**config.mk**
```make
export PLATFORM = sky130hd
export DESIGN_NAME = pipe_ctrl_flat
export DESIGN_NICKNAME = d
export VERILOG_FILES = /design/src/rtl/pipe_ctrl_pkg.sv /design/src/rtl/pipe_ctrl_if.sv /design/src/rtl/pipe_hazard.sv /design/src/rtl/pipe_ctrl.sv /design/src/flat_wrapper.sv
export SDC_FILE = /design/constraint.sdc
export NUM_CORES = 1
export LEC_CHECK = 0
export CAP_MARGIN = 15
export CELL_PAD_IN_SITES_DETAIL_PLACEMENT = 0
export CELL_PAD_IN_SITES_GLOBAL_PLACEMENT = 1
export CORE_UTILIZATION = 33
export DETAILED_ROUTE_END_ITERATION = 10
export PLACE_DENSITY = 0.76
export SYNTH_ARGS = -nofsm -noshare
export SYNTH_HDL_FRONTEND = slang
export SYNTH_HIERARCHICAL = 1
export SYNTH_SLANG_ARGS = --single-unit
```
**constraint.sdc**
```tcl
create_clock -name clk -period 3.3 [get_ports clk]
set_input_delay 0.495 -clock clk [delete_from_list [all_inputs] [get_ports clk]]
set_output_delay 0.495 -clock clk [all_outputs]
set_load 0.01 [all_outputs]
```
**src/rtl/pipe_ctrl_pkg.sv**
```systemverilog
// Shared encodings for the pipeline controller: instruction codes, register ids,
// status codes and controller state.
package pipe_ctrl_pkg;

   localparam logic [3:0] HALT   = 4'h0;
   localparam logic [3:0] NOP    = 4'h1;
   localparam logic [3:0] RRMOVQ = 4'h2;
   localparam logic [3:0] IRMOVQ = 4'h3;
   localparam logic [3:0] RMMOVQ = 4'h4;
   localparam logic [3:0] MRMOVQ = 4'h5;
   localparam logic [3:0] OPQ    = 4'h6;
   localparam logic [3:0] JXX    = 4'h7;
   localparam logic [3:0] CALL   = 4'h8;
   localparam logic [3:0] RET    = 4'h9;
   localparam logic [3:0] PUSHQ  = 4'hA;
   localparam logic [3:0] POPQ   = 4'hB;

   localparam logic [3:0] RNONE  = 4'hF;

   localparam logic [3:0] AOK    = 4'd1;
   localparam logic [3:0] HLT    = 4'd2;
   localparam logic [3:0] ADR    = 4'd3;
   localparam logic [3:0] INS    = 4'd4;

   typedef enum logic [1:0] {
      RUN    = 2'd0,
      DRAIN  = 2'd1,
      HALTED = 2'd2
   } state_t;

   function automatic logic is_exc(input logic [3:0] stat);
      return (stat == HLT) || (stat == ADR) || (stat == INS);
   endfunction

endpackage

```
**src/rtl/pipe_ctrl_if.sv**
```systemverilog
// Bundle between the pipeline datapath and its controller. cnt_load/cnt_load_val
// preset all three performance counters (bring-up and wrap testing).
interface pipe_ctrl_if;
   logic [3:0]  D_icode;
   logic [3:0]  E_icode;
   logic [3:0]  M_icode;
   logic [3:0]  d_srcA;
   logic [3:0]  d_srcB;
   logic [3:0]  E_dstM;
   logic        e_Cnd;
   logic [3:0]  m_stat;
   logic [3:0]  W_stat;
   logic        cnt_load;
   logic [31:0] cnt_load_val;

   logic        F_stall;
   logic        D_stall;
   logic        D_bubble;
   logic        E_bubble;
   logic        M_bubble;
   logic        W_stall;
   logic        set_cc;
   logic [3:0]  cpu_stat;
   logic        halted;
   logic [31:0] cyc_cnt;
   logic [31:0] stall_cnt;
   logic [31:0] mispred_cnt;

   modport master (
      output D_icode, E_icode, M_icode, d_srcA, d_srcB, E_dstM, e_Cnd,
             m_stat, W_stat, cnt_load, cnt_load_val,
      input  F_stall, D_stall, D_bubble, E_bubble, M_bubble, W_stall, set_cc,
             cpu_stat, halted, cyc_cnt, stall_cnt, mispred_cnt
   );

   modport slave (
      input  D_icode, E_icode, M_icode, d_srcA, d_srcB, E_dstM, e_Cnd,
             m_stat, W_stat, cnt_load, cnt_load_val,
      output F_stall, D_stall, D_bubble, E_bubble, M_bubble, W_stall, set_cc,
             cpu_stat, halted, cyc_cnt, stall_cnt, mispred_cnt
   );
endinterface

```
**src/rtl/pipe_hazard.sv**
```systemverilog
// Combinational hazard detection; produces the pipeline register controls that
// apply while the processor is running or draining.
module pipe_hazard
   import pipe_ctrl_pkg::*;
(
   input  logic [3:0] D_icode,
   input  logic [3:0] E_icode,
   input  logic [3:0] M_icode,
   input  logic [3:0] d_srcA,
   input  logic [3:0] d_srcB,
   input  logic [3:0] E_dstM,
   input  logic       e_Cnd,
   input  logic [3:0] m_stat,
   input  logic [3:0] W_stat,
   output logic       mispred,
   output logic       F_stall,
   output logic       D_stall,
   output logic       D_bubble,
   output logic       E_bubble,
   output logic       M_bubble,
   output logic       W_stall,
   output logic       set_cc
);
   logic load_use;
   logic ret_haz;
   logic exc_m;
   logic exc_w;

   // RNONE is never a real destination, so it must not match an unused source
   assign load_use = ((E_icode == MRMOVQ) || (E_icode == POPQ)) && (E_dstM != RNONE) &&
                     ((E_dstM == d_srcA) || (E_dstM == d_srcB));
   assign ret_haz  = (D_icode == RET) || (E_icode == RET) || (M_icode == RET);
   assign mispred  = (E_icode == JXX) && !e_Cnd;
   assign exc_m    = is_exc(m_stat);
   assign exc_w    = is_exc(W_stat);

   assign F_stall  = load_use | ret_haz;
   assign D_stall  = load_use;
   // load/use wins over ret: D holds, so it must not also be bubbled
   assign D_bubble = mispred | (ret_haz & ~load_use);
   assign E_bubble = mispred | load_use;
   assign M_bubble = exc_m | exc_w;
   assign W_stall  = exc_w;
   assign set_cc   = (E_icode == OPQ) & ~exc_m & ~exc_w;

endmodule

```
**src/rtl/pipe_ctrl.sv**
```systemverilog
// Pipeline controller: run/drain/halt sequencing, processor status and
// performance counters around the pipe_hazard equations.
//
//   state  | meaning
//   RUN    | normal execution, hazard controls active
//   DRAIN  | exception seen in M, waiting for it to reach W
//   HALTED | exception retired; pipeline frozen until rst
module pipe_ctrl
   import pipe_ctrl_pkg::*;
(
   input logic        clk,
   input logic        rst,
   pipe_ctrl_if.slave bus
);
   state_t      state;
   logic [3:0]  cpu_stat;
   logic        halted;
   logic [31:0] cyc_cnt;
   logic [31:0] stall_cnt;
   logic [31:0] mispred_cnt;

   logic h_f_stall;
   logic h_d_stall;
   logic h_d_bubble;
   logic h_e_bubble;
   logic h_m_bubble;
   logic h_w_stall;
   logic h_set_cc;
   logic mispred;

   pipe_hazard u_hazard (
      .D_icode  (bus.D_icode),
      .E_icode  (bus.E_icode),
      .M_icode  (bus.M_icode),
      .d_srcA   (bus.d_srcA),
      .d_srcB   (bus.d_srcB),
      .E_dstM   (bus.E_dstM),
      .e_Cnd    (bus.e_Cnd),
      .m_stat   (bus.m_stat),
      .W_stat   (bus.W_stat),
      .mispred  (mispred),
      .F_stall  (h_f_stall),
      .D_stall  (h_d_stall),
      .D_bubble (h_d_bubble),
      .E_bubble (h_e_bubble),
      .M_bubble (h_m_bubble),
      .W_stall  (h_w_stall),
      .set_cc   (h_set_cc)
   );

   always_comb begin
      bus.F_stall  = h_f_stall;
      bus.D_stall  = h_d_stall;
      bus.D_bubble = h_d_bubble;
      bus.E_bubble = h_e_bubble;
      bus.M_bubble = h_m_bubble;
      bus.W_stall  = h_w_stall;
      bus.set_cc   = h_set_cc;
      if (state == HALTED) begin
         bus.F_stall  = 1'b1;
         bus.D_stall  = 1'b1;
         bus.D_bubble = 1'b0;
         bus.E_bubble = 1'b0;
         bus.M_bubble = 1'b0;
         bus.W_stall  = 1'b1;
         bus.set_cc   = 1'b0;
      end
   end

   always_ff @(posedge clk or posedge rst) begin
      if (rst) begin
         state    <= RUN;
         cpu_stat <= AOK;
         halted   <= 1'b0;
      end else begin
         case (state)
            RUN: begin
               if (is_exc(bus.W_stat)) begin
                  state    <= HALTED;
                  cpu_stat <= bus.W_stat;
                  halted   <= 1'b1;
               end else if (is_exc(bus.m_stat)) begin
                  state <= DRAIN;
               end
            end
            DRAIN: begin
               if (is_exc(bus.W_stat)) begin
                  state    <= HALTED;
                  cpu_stat <= bus.W_stat;
                  halted   <= 1'b1;
               end
            end
            HALTED: begin
               state <= HALTED;
            end
            default: begin
               state    <= RUN;
               cpu_stat <= AOK;
               halted   <= 1'b0;
            end
         endcase
      end
   end

   // The edge leaving RUN/DRAIN for HALTED still counts; HALTED cycles do not
   always_ff @(posedge clk or posedge rst) begin
      if (rst) begin
         cyc_cnt     <= '0;
         stall_cnt   <= '0;
         mispred_cnt <= '0;
      end else if (bus.cnt_load) begin
         cyc_cnt     <= bus.cnt_load_val;
         stall_cnt   <= bus.cnt_load_val;
         mispred_cnt <= bus.cnt_load_val;
      end else if (state != HALTED) begin
         cyc_cnt     <= cyc_cnt + 32'd1;
         stall_cnt   <= stall_cnt + {31'd0, h_f_stall};
         mispred_cnt <= mispred_cnt + {31'd0, mispred};
      end
   end

   assign bus.cpu_stat    = cpu_stat;
   assign bus.halted      = halted;
   assign bus.cyc_cnt     = cyc_cnt;
   assign bus.stall_cnt   = stall_cnt;
   assign bus.mispred_cnt = mispred_cnt;

endmodule
```
**src/flat_wrapper.sv**
```systemverilog
// flat-port wrapper written by rule: the top's interface ports become plain ports
module pipe_ctrl_flat import pipe_ctrl_pkg::*;
  (clk, rst, bus_D_icode, bus_E_icode, bus_M_icode, bus_d_srcA, bus_d_srcB, bus_E_dstM, bus_e_Cnd, bus_m_stat, bus_W_stat, bus_cnt_load, bus_cnt_load_val, bus_F_stall, bus_D_stall, bus_D_bubble, bus_E_bubble, bus_M_bubble, bus_W_stall, bus_set_cc, bus_cpu_stat, bus_halted, bus_cyc_cnt, bus_stall_cnt, bus_mispred_cnt);
  pipe_ctrl_if bus_i ();
  input logic clk;
  input logic rst;
  input wire logic [$bits(bus_i.D_icode)-1:0] bus_D_icode;
  input wire logic [$bits(bus_i.E_icode)-1:0] bus_E_icode;
  input wire logic [$bits(bus_i.M_icode)-1:0] bus_M_icode;
  input wire logic [$bits(bus_i.d_srcA)-1:0] bus_d_srcA;
  input wire logic [$bits(bus_i.d_srcB)-1:0] bus_d_srcB;
  input wire logic [$bits(bus_i.E_dstM)-1:0] bus_E_dstM;
  input wire logic [$bits(bus_i.e_Cnd)-1:0] bus_e_Cnd;
  input wire logic [$bits(bus_i.m_stat)-1:0] bus_m_stat;
  input wire logic [$bits(bus_i.W_stat)-1:0] bus_W_stat;
  input wire logic [$bits(bus_i.cnt_load)-1:0] bus_cnt_load;
  input wire logic [$bits(bus_i.cnt_load_val)-1:0] bus_cnt_load_val;
  output wire logic [$bits(bus_i.F_stall)-1:0] bus_F_stall;
  output wire logic [$bits(bus_i.D_stall)-1:0] bus_D_stall;
  output wire logic [$bits(bus_i.D_bubble)-1:0] bus_D_bubble;
  output wire logic [$bits(bus_i.E_bubble)-1:0] bus_E_bubble;
  output wire logic [$bits(bus_i.M_bubble)-1:0] bus_M_bubble;
  output wire logic [$bits(bus_i.W_stall)-1:0] bus_W_stall;
  output wire logic [$bits(bus_i.set_cc)-1:0] bus_set_cc;
  output wire logic [$bits(bus_i.cpu_stat)-1:0] bus_cpu_stat;
  output wire logic [$bits(bus_i.halted)-1:0] bus_halted;
  output wire logic [$bits(bus_i.cyc_cnt)-1:0] bus_cyc_cnt;
  output wire logic [$bits(bus_i.stall_cnt)-1:0] bus_stall_cnt;
  output wire logic [$bits(bus_i.mispred_cnt)-1:0] bus_mispred_cnt;
  assign bus_i.D_icode = bus_D_icode;
  assign bus_i.E_icode = bus_E_icode;
  assign bus_i.M_icode = bus_M_icode;
  assign bus_i.d_srcA = bus_d_srcA;
  assign bus_i.d_srcB = bus_d_srcB;
  assign bus_i.E_dstM = bus_E_dstM;
  assign bus_i.e_Cnd = bus_e_Cnd;
  assign bus_i.m_stat = bus_m_stat;
  assign bus_i.W_stat = bus_W_stat;
  assign bus_i.cnt_load = bus_cnt_load;
  assign bus_i.cnt_load_val = bus_cnt_load_val;
  assign bus_F_stall = bus_i.F_stall;
  assign bus_D_stall = bus_i.D_stall;
  assign bus_D_bubble = bus_i.D_bubble;
  assign bus_E_bubble = bus_i.E_bubble;
  assign bus_M_bubble = bus_i.M_bubble;
  assign bus_W_stall = bus_i.W_stall;
  assign bus_set_cc = bus_i.set_cc;
  assign bus_cpu_stat = bus_i.cpu_stat;
  assign bus_halted = bus_i.halted;
  assign bus_cyc_cnt = bus_i.cyc_cnt;
  assign bus_stall_cnt = bus_i.stall_cnt;
  assign bus_mispred_cnt = bus_i.mispred_cnt;
  pipe_ctrl u_core (.clk(clk), .rst(rst), .bus(bus_i));
endmodule
```
### Word level (Yosys, flattened, before mapping)

Index checks and enable logic that the tools add are counted.

* memory bits (writable): 0
* output and inout bits: 108
* bits in latches: 0
* logic and storage cells: 80
* memories kept: 0
* bits in read-only memories: 0
* bits of input ports: 68
* register bits: 103

* $lt $le $gt $ge: 0
* eq/ne operators: 22
* bitwise operators: 11
* reductions and logical operators: 17
* multiply operators: 0
* shift-type cells: 0
* div/mod/pow operators: 0
* add/sub/neg operators: 3
* multiplexer cells: 21

Operator list (number)
* 32-bit two-way mux: 6
* 32-bit by 1-bit adder with 32-bit output: 2
* 32-bit by 1-bit adder with 32-bit output, second input constant: 1
* 4-bit by 3-bit equality test with 1-bit output, second input constant: 5
* 4-bit by 2-bit equality test with 1-bit output, second input constant: 4
* 4-bit equality test, second input constant: 4
* 4-bit equality test: 2
* 1-bit logical OR: 8
* 1-bit two-way mux: 8
* 4-bit one-hot mux with 2 select lines: 1
* 2-bit two-way mux: 3
* 2-bit one-hot mux with 3 select lines: 1
* 4-bit two-way mux: 1
* 2-bit by 1-bit inequality test with 1-bit output, second input constant: 2
* 4-bit inequality test, second input constant: 1
* 1-bit NOT: 4
* 1-bit OR: 4
* 2-bit AND reduction: 2
* 1-bit bitwise AND: 3
* 1-bit logical AND: 3
* 3-bit by 2-bit inequality test with 1-bit output, second input constant: 1
* 2-bit by 1-bit equality test with 1-bit output, second input constant: 1
* 2-bit equality test, second input constant: 1
* 2-bit zero test: 1
* 5 further kinds: 5

### Logic depth before layout (Yosys ltp)

Gate-level depths: netlist of run 1.

* depth in word-level cells: 8
* depth in mapped cells: 12
* mapped depth without buffers: 10

### By module

The synthesis of run 1 kept the hierarchy.

By module, submodules not included
* pipe_ctrl: area an instance 5925.7 µm², instances 1, seq. area each 2578.7 µm², cells an instance 636
* pipe_hazard: area an instance 234.0 µm², instances 1, seq. area each 0.0 µm², cells an instance 33

### Worst setup path before layout of run 1

OpenSTA, ideal clock, no wires.

* path kind: input port to flip-flop
* start: input port bus_E_dstM[1]
* end: register u_core.stall_cnt[30], in the netlist u_core/bus.stall_cnt[30]
* buffers on the path: 1
* setup time: 120 ps
* data required time: 3180 ps
* setup slack: 189 ps
* arrival time: 2992 ps
* stages on the path: 11
* path through: xor2_1 nor4_1 o2111ai_1 nand2_1 ha_1 ha_1 nand4b_4 or4_1 buf_2 or4_1 and3_1

* word-level cells in the longest chain between the ends: 7
* elaborated cells on any way between the ends: 10
* those cells by class: add/sub (1); eq/ne (3); mux (2); bitwise (1); reduce/logical (3)

RTL lines
* start, declared: line flat_wrapper.sv:12 `input wire logic [$bits(bus_i.E_dstM)-1:0] bus_E_dstM;`
* 4-bit inequality test / 4-bit equality test (equally long branches): line pipe_hazard.sv:30, pipe_hazard.sv:31
* 1-bit logical AND / 1-bit logical OR (equally long branches): line pipe_hazard.sv:30, pipe_hazard.sv:31
* 1-bit logical AND *: line pipe_hazard.sv:30 `assign load_use = ((E_icode == MRMOVQ) || (E_icode == POPQ)) && (E_dstM != RNONE) &&`
* 1-bit OR *: line pipe_hazard.sv:37 `assign F_stall = load_use | ret_haz;`
* net u_core.h_f_stall: line pipe_ctrl.sv:22 `logic h_f_stall;`
* 32-bit by 1-bit adder with 32-bit output *: line pipe_ctrl.sv:117 `stall_cnt <= stall_cnt + {31'd0, h_f_stall};`
* 32-bit two-way mux *: line pipe_ctrl.sv:115 `end else if (state != HALTED) begin`
* 32-bit two-way mux *: line pipe_ctrl.sv:111 `end else if (bus.cnt_load) begin`
* end signal, assigned: line pipe_ctrl.sv:113 `stall_cnt <= bus.cnt_load_val;`
* end signal, assigned: line pipe_ctrl.sv:117
* end, declared: line pipe_ctrl.sv:19 `logic [31:0] stall_cnt;`

Mark *: on every way through the listed nets, which the timed path passes. The rest lies on a longest branch. The select of a mux whose other input is x is not followed.
A chain may end at the register's enable or synchronous reset.

### Final worst setup path of run 1

* start: input port bus_d_srcA[2]
* end: register u_core.stall_cnt[30], in the netlist u_core/bus.stall_cnt[30]

* word-level cells in the longest chain between the ends: 7

RTL lines
* start, declared: line flat_wrapper.sv:10 `input wire logic [$bits(bus_i.d_srcA)-1:0] bus_d_srcA;`
* 4-bit equality test: line pipe_hazard.sv:31 `((E_dstM == d_srcA) || (E_dstM == d_srcB));`
* 1-bit logical OR: line pipe_hazard.sv:31
* 1-bit logical AND: line pipe_hazard.sv:30
* 1-bit OR: line pipe_hazard.sv:37
* net u_core.h_f_stall: line pipe_ctrl.sv:22
* 32-bit by 1-bit adder with 32-bit output: line pipe_ctrl.sv:117
* 32-bit two-way mux: line pipe_ctrl.sv:115
* 32-bit two-way mux: line pipe_ctrl.sv:111

The timed path passes the listed nets, and every way through them passes these cells. The select of a mux whose other input is x is not followed.

==> impl_metrics.py, run 1 <==
metrics = {
    "run_status": {
        "status": "finished, violations left",
        "failed_checks": "DRC",
    },
    "layout": {
        "drive_gt1_frac": 0.0786,
        "final_cells": 1081,
        "syn2layout_area_growth_pct": 40.3,
        "layout_commonest_cell": "clkdlybuf4s50_1",
        "finish.utilization": 0.476,
        "final_cell_mix": "clkdlybuf4s50_1 (171), dfrtp_1 (102), a31oi_1 (45)",
        "num_antenna_cells": 0,
        "nets": 924,
        "nFillCells": 1738,
        "stdcell_area_um2": 8640,
    },
    "floorplan": {
        "core_um2": 18100,
        "dieWidth_um": 139,
        "start_util": 0.339,
        "core.rowCount": 49,
        "die_y_um": 139,
        "pin_count": 176,
        "die_area_um2": 19200,
    },
    "global_route": {
        "grt_max_degree": 52,
        "grt_pass1_vias": 6087,
        "grt_overflow": 0,
        "grt_pass1_wl_mm": 33.9,
        "grt_use_total": 0.227,
        "grt_antenna_before_repair": 0,
    },
    "power": {
        "p_total_mw": 3.44,
        "power.switching_mw": 1.05,
        "intPower_mw": 2.39,
        "pwr-share-clk": 0.331,
        "pwr-share-comb": 0.221,
        "swShare": 0.305,
        "power_density_nw_per_um2": 398,
        "seqPwrFrac": 0.447,
        "leakagePower_nw": 3.28,
        "ir_drop_uv": 262,
    },
    "synthesis": {
        "synthArstFlopShare": 1.00,
        "syn_nets": 746,
        "yosysWarnings": 6,
        "syn-cell-area_um2": 6160,
        "synth-edff-count": 0,
        "synthTopCellsByArea": "dfrtp_1 (41%), a31oi_1 (4.6%), or4_1 (4.0%)",
        "syn-mean-instance-area_um2": 9.21,
        "yosysTopAreaCell": "dfrtp_1",
        "synthesis.instances": 669,
        "synth_cell_types": 57,
        "yosysTopAreaCellShare": 0.414,
        "synth_ff_type": "dfrtp_1",
        "synth-seq-area-share": 0.419,
        "ys_ff_latch": 103,
    },
    "clocking": {
        "clock_latency_ns": 0.36,
        "clock-sinks": 103,
        "clk_pin_slew_ns": 0.08,
        "holdBufCountCts": 0,
        "cts_buffer_depth": 2,
        "htreeDepth": 3,
        "cts_tree": "done",
        "cts-root-buf": "clkbuf_16",
        "cts_buffers": 9,
    },
    "detailed_routing": {
        "wl_per_cell_um": 20.2,
        "num_vias": 6211,
        "drt-initial-drc-count": 444,
        "drtAntennaViolNets": 0,
        "drcViolationCount": 7,
        "via_per_inst": 5.75,
        "wl_mm": 21.8,
        "drt-pass1-iter-count": 8,
    },
    "setup_path": {
        "endpoint_kind": "flop",
        "reg2reg_slack_ns": 0.39,
        "cp-start-kind": "primary input",
        "path_max_fanout": 10,
        "critPathKind": "primary input to flop",
        "critical_path_arrival_ns": 3.48,
        "required_ns": 3.55,
    },
    "timing": {
        "final-setup-viol-count": 0,
        "fin_tns_setup_ns": 0,
        "hold_ws_ns": 0.485,
        "min_period_ns": 3.23,
        "post-route-period-util": 0.978,
        "final-hold-violation-count": 0,
        "finalMaxSlewViolations": 0,
        "setup_slack_ns": 0.0725,
        "slew_headroom": 0.520,
        "fmax_mhz": 310,
        "clock-skew-final_ns": 0.0111,
        "rsz0062_at_grt": "yes",
        "worstMarginPinSlew_ns": 0.718,
    },
    "place": {
        "hpwl_mm": 16.2,
        "gp_congestion": 0.831,
        "place_ws_ns": -0.577,
        "port_buffers": 175,
        "placed_cell_area_um2": 8260,
        "post-place-cells": 1061,
    },
    "worst_hold_path": {
        "hp-class": "flop to flop",
    },
    "run": {
        "drv_cap": 0,
    },
}
[cell usage after synthesis, types with 9 or more instances]
cell      instances
xnor2_1          17
nor2_1           42
o31ai_1          30
o21ai_0          20
and4_1           15
dfrtp_1         102
or3_1            16
or4_1            33
nand4_1          30
a21boi_0         20
inv_1            18
nor3_1           18
xor2_1           22
nor2b_1          10
nand3_1          27
nor4_1           10
nand2_1          35
ha_1              9
a31oi_1          45
nand2b_1         11
a21oi_1          22
clkbuf_1         29
[worst paths after layout]
path / startpoint / to / cells after the start
max: bus_d_srcA[2] / u_core/bus.stall_cnt[30] / 12
min: u_core/bus.cpu_stat[3] / u_core/bus.cpu_stat[3] / 1
max reg2reg: u_core/state[0] / u_core/bus.cyc_cnt[30] / 6
min reg2reg: u_core/bus.cpu_stat[3] / u_core/bus.cpu_stat[3] / 1
max in group asynchronous: rst / u_core/bus.cpu_stat[0] / 3
min in group asynchronous: rst / u_core/bus.cyc_cnt[27] / 2
[flip-flops by register name (all words and copies together), names as in the netlist]
signal,cells
u_core/bus.stall_cnt,32
u_core/bus.cpu_stat,4
u_core/state,2
u_core/bus.halted,1
u_core/bus.cyc_cnt,32
u_core/bus.mispred_cnt,32
[logic make-up after synthesis]
logic type	after synthesis	share of synthesized area
flip-flops	103	0.419
AO/OA/AOI/OAI	167	0.180
buffers and inverters	55	0.0339
XOR/XNOR	39	0.0555
multiplexers	10	0.0169
AND/OR/NAND/NOR	286	0.277
adder cells (fa/ha/maj)	9	0.0183
[critical path: stages]
cell	delay, ns
clkdlybuf4s50_1	0.42
xor2_1	0.16
nor4_1	0.26
o2111ai_1	0.20
nand2_1	0.17
ha_4	0.16
ha_4	0.14
nand4b_4	0.09
or4_4	0.53
buf_6	0.16
or4_1	0.51
and3_1	0.17
[layer usage]
layer	GRT usage	vias up	part of all wire	wire length, um
met5	0	-	0	0
met3	0.0515	29	0.058	1270
met1	0.306	3072	0.45	9900
met4	0.0690	0	0.023	495
li1	-	2913	-	-
met2	0.362	197	0.47	10200
[final cells by class]
| cell class | instances | area, um2 | share of cell area |
|---|---|---|---|
| tap | 229 | 287 | 0.0332 |
| timing repair buffer | 202 | 1980 | 0.229 |
| multi-input combinational | 511 | 3410 | 0.394 |
| clock inverter | 6 | 76.3 | 0.00883 |
| sequential | 103 | 2580 | 0.298 |
| inverter | 20 | 77.6 | 0.00898 |
| clock buffer | 10 | 239 | 0.0277 |
[power by group through the flow]
stage                     Clock [mW]  Sequential (mW)  Combinational (mW)
final                           1.14             1.54               0.762
after CTS                       1.17             1.53               0.759
after global placement             0             1.55               0.743
after floorplan                    0             1.56               0.289
after detailed placement           0             1.56               0.756
after global routing            1.23             1.56               0.824
[repair_timing]
| action | 4_1_cts | 5_1_grt |
|---|---|---|
| buffers inserted | 1 | 2 |
| endpoints found under the hold margin | 0 | 0 |
| resized for setup | 7 | 4 |
| cloned | 0 | 1 |
| pin swaps | 2 | 7 |
| setup endpoints to repair | 10 | 14 |
Power figures use the tool's default switching activity.
==> run 2, diff against run 1 <==
Settings changed: CAP_MARGIN 15 to 20.
==> results of run 2 <==
Final layout, timing and power as in run 1 (identical DEF).
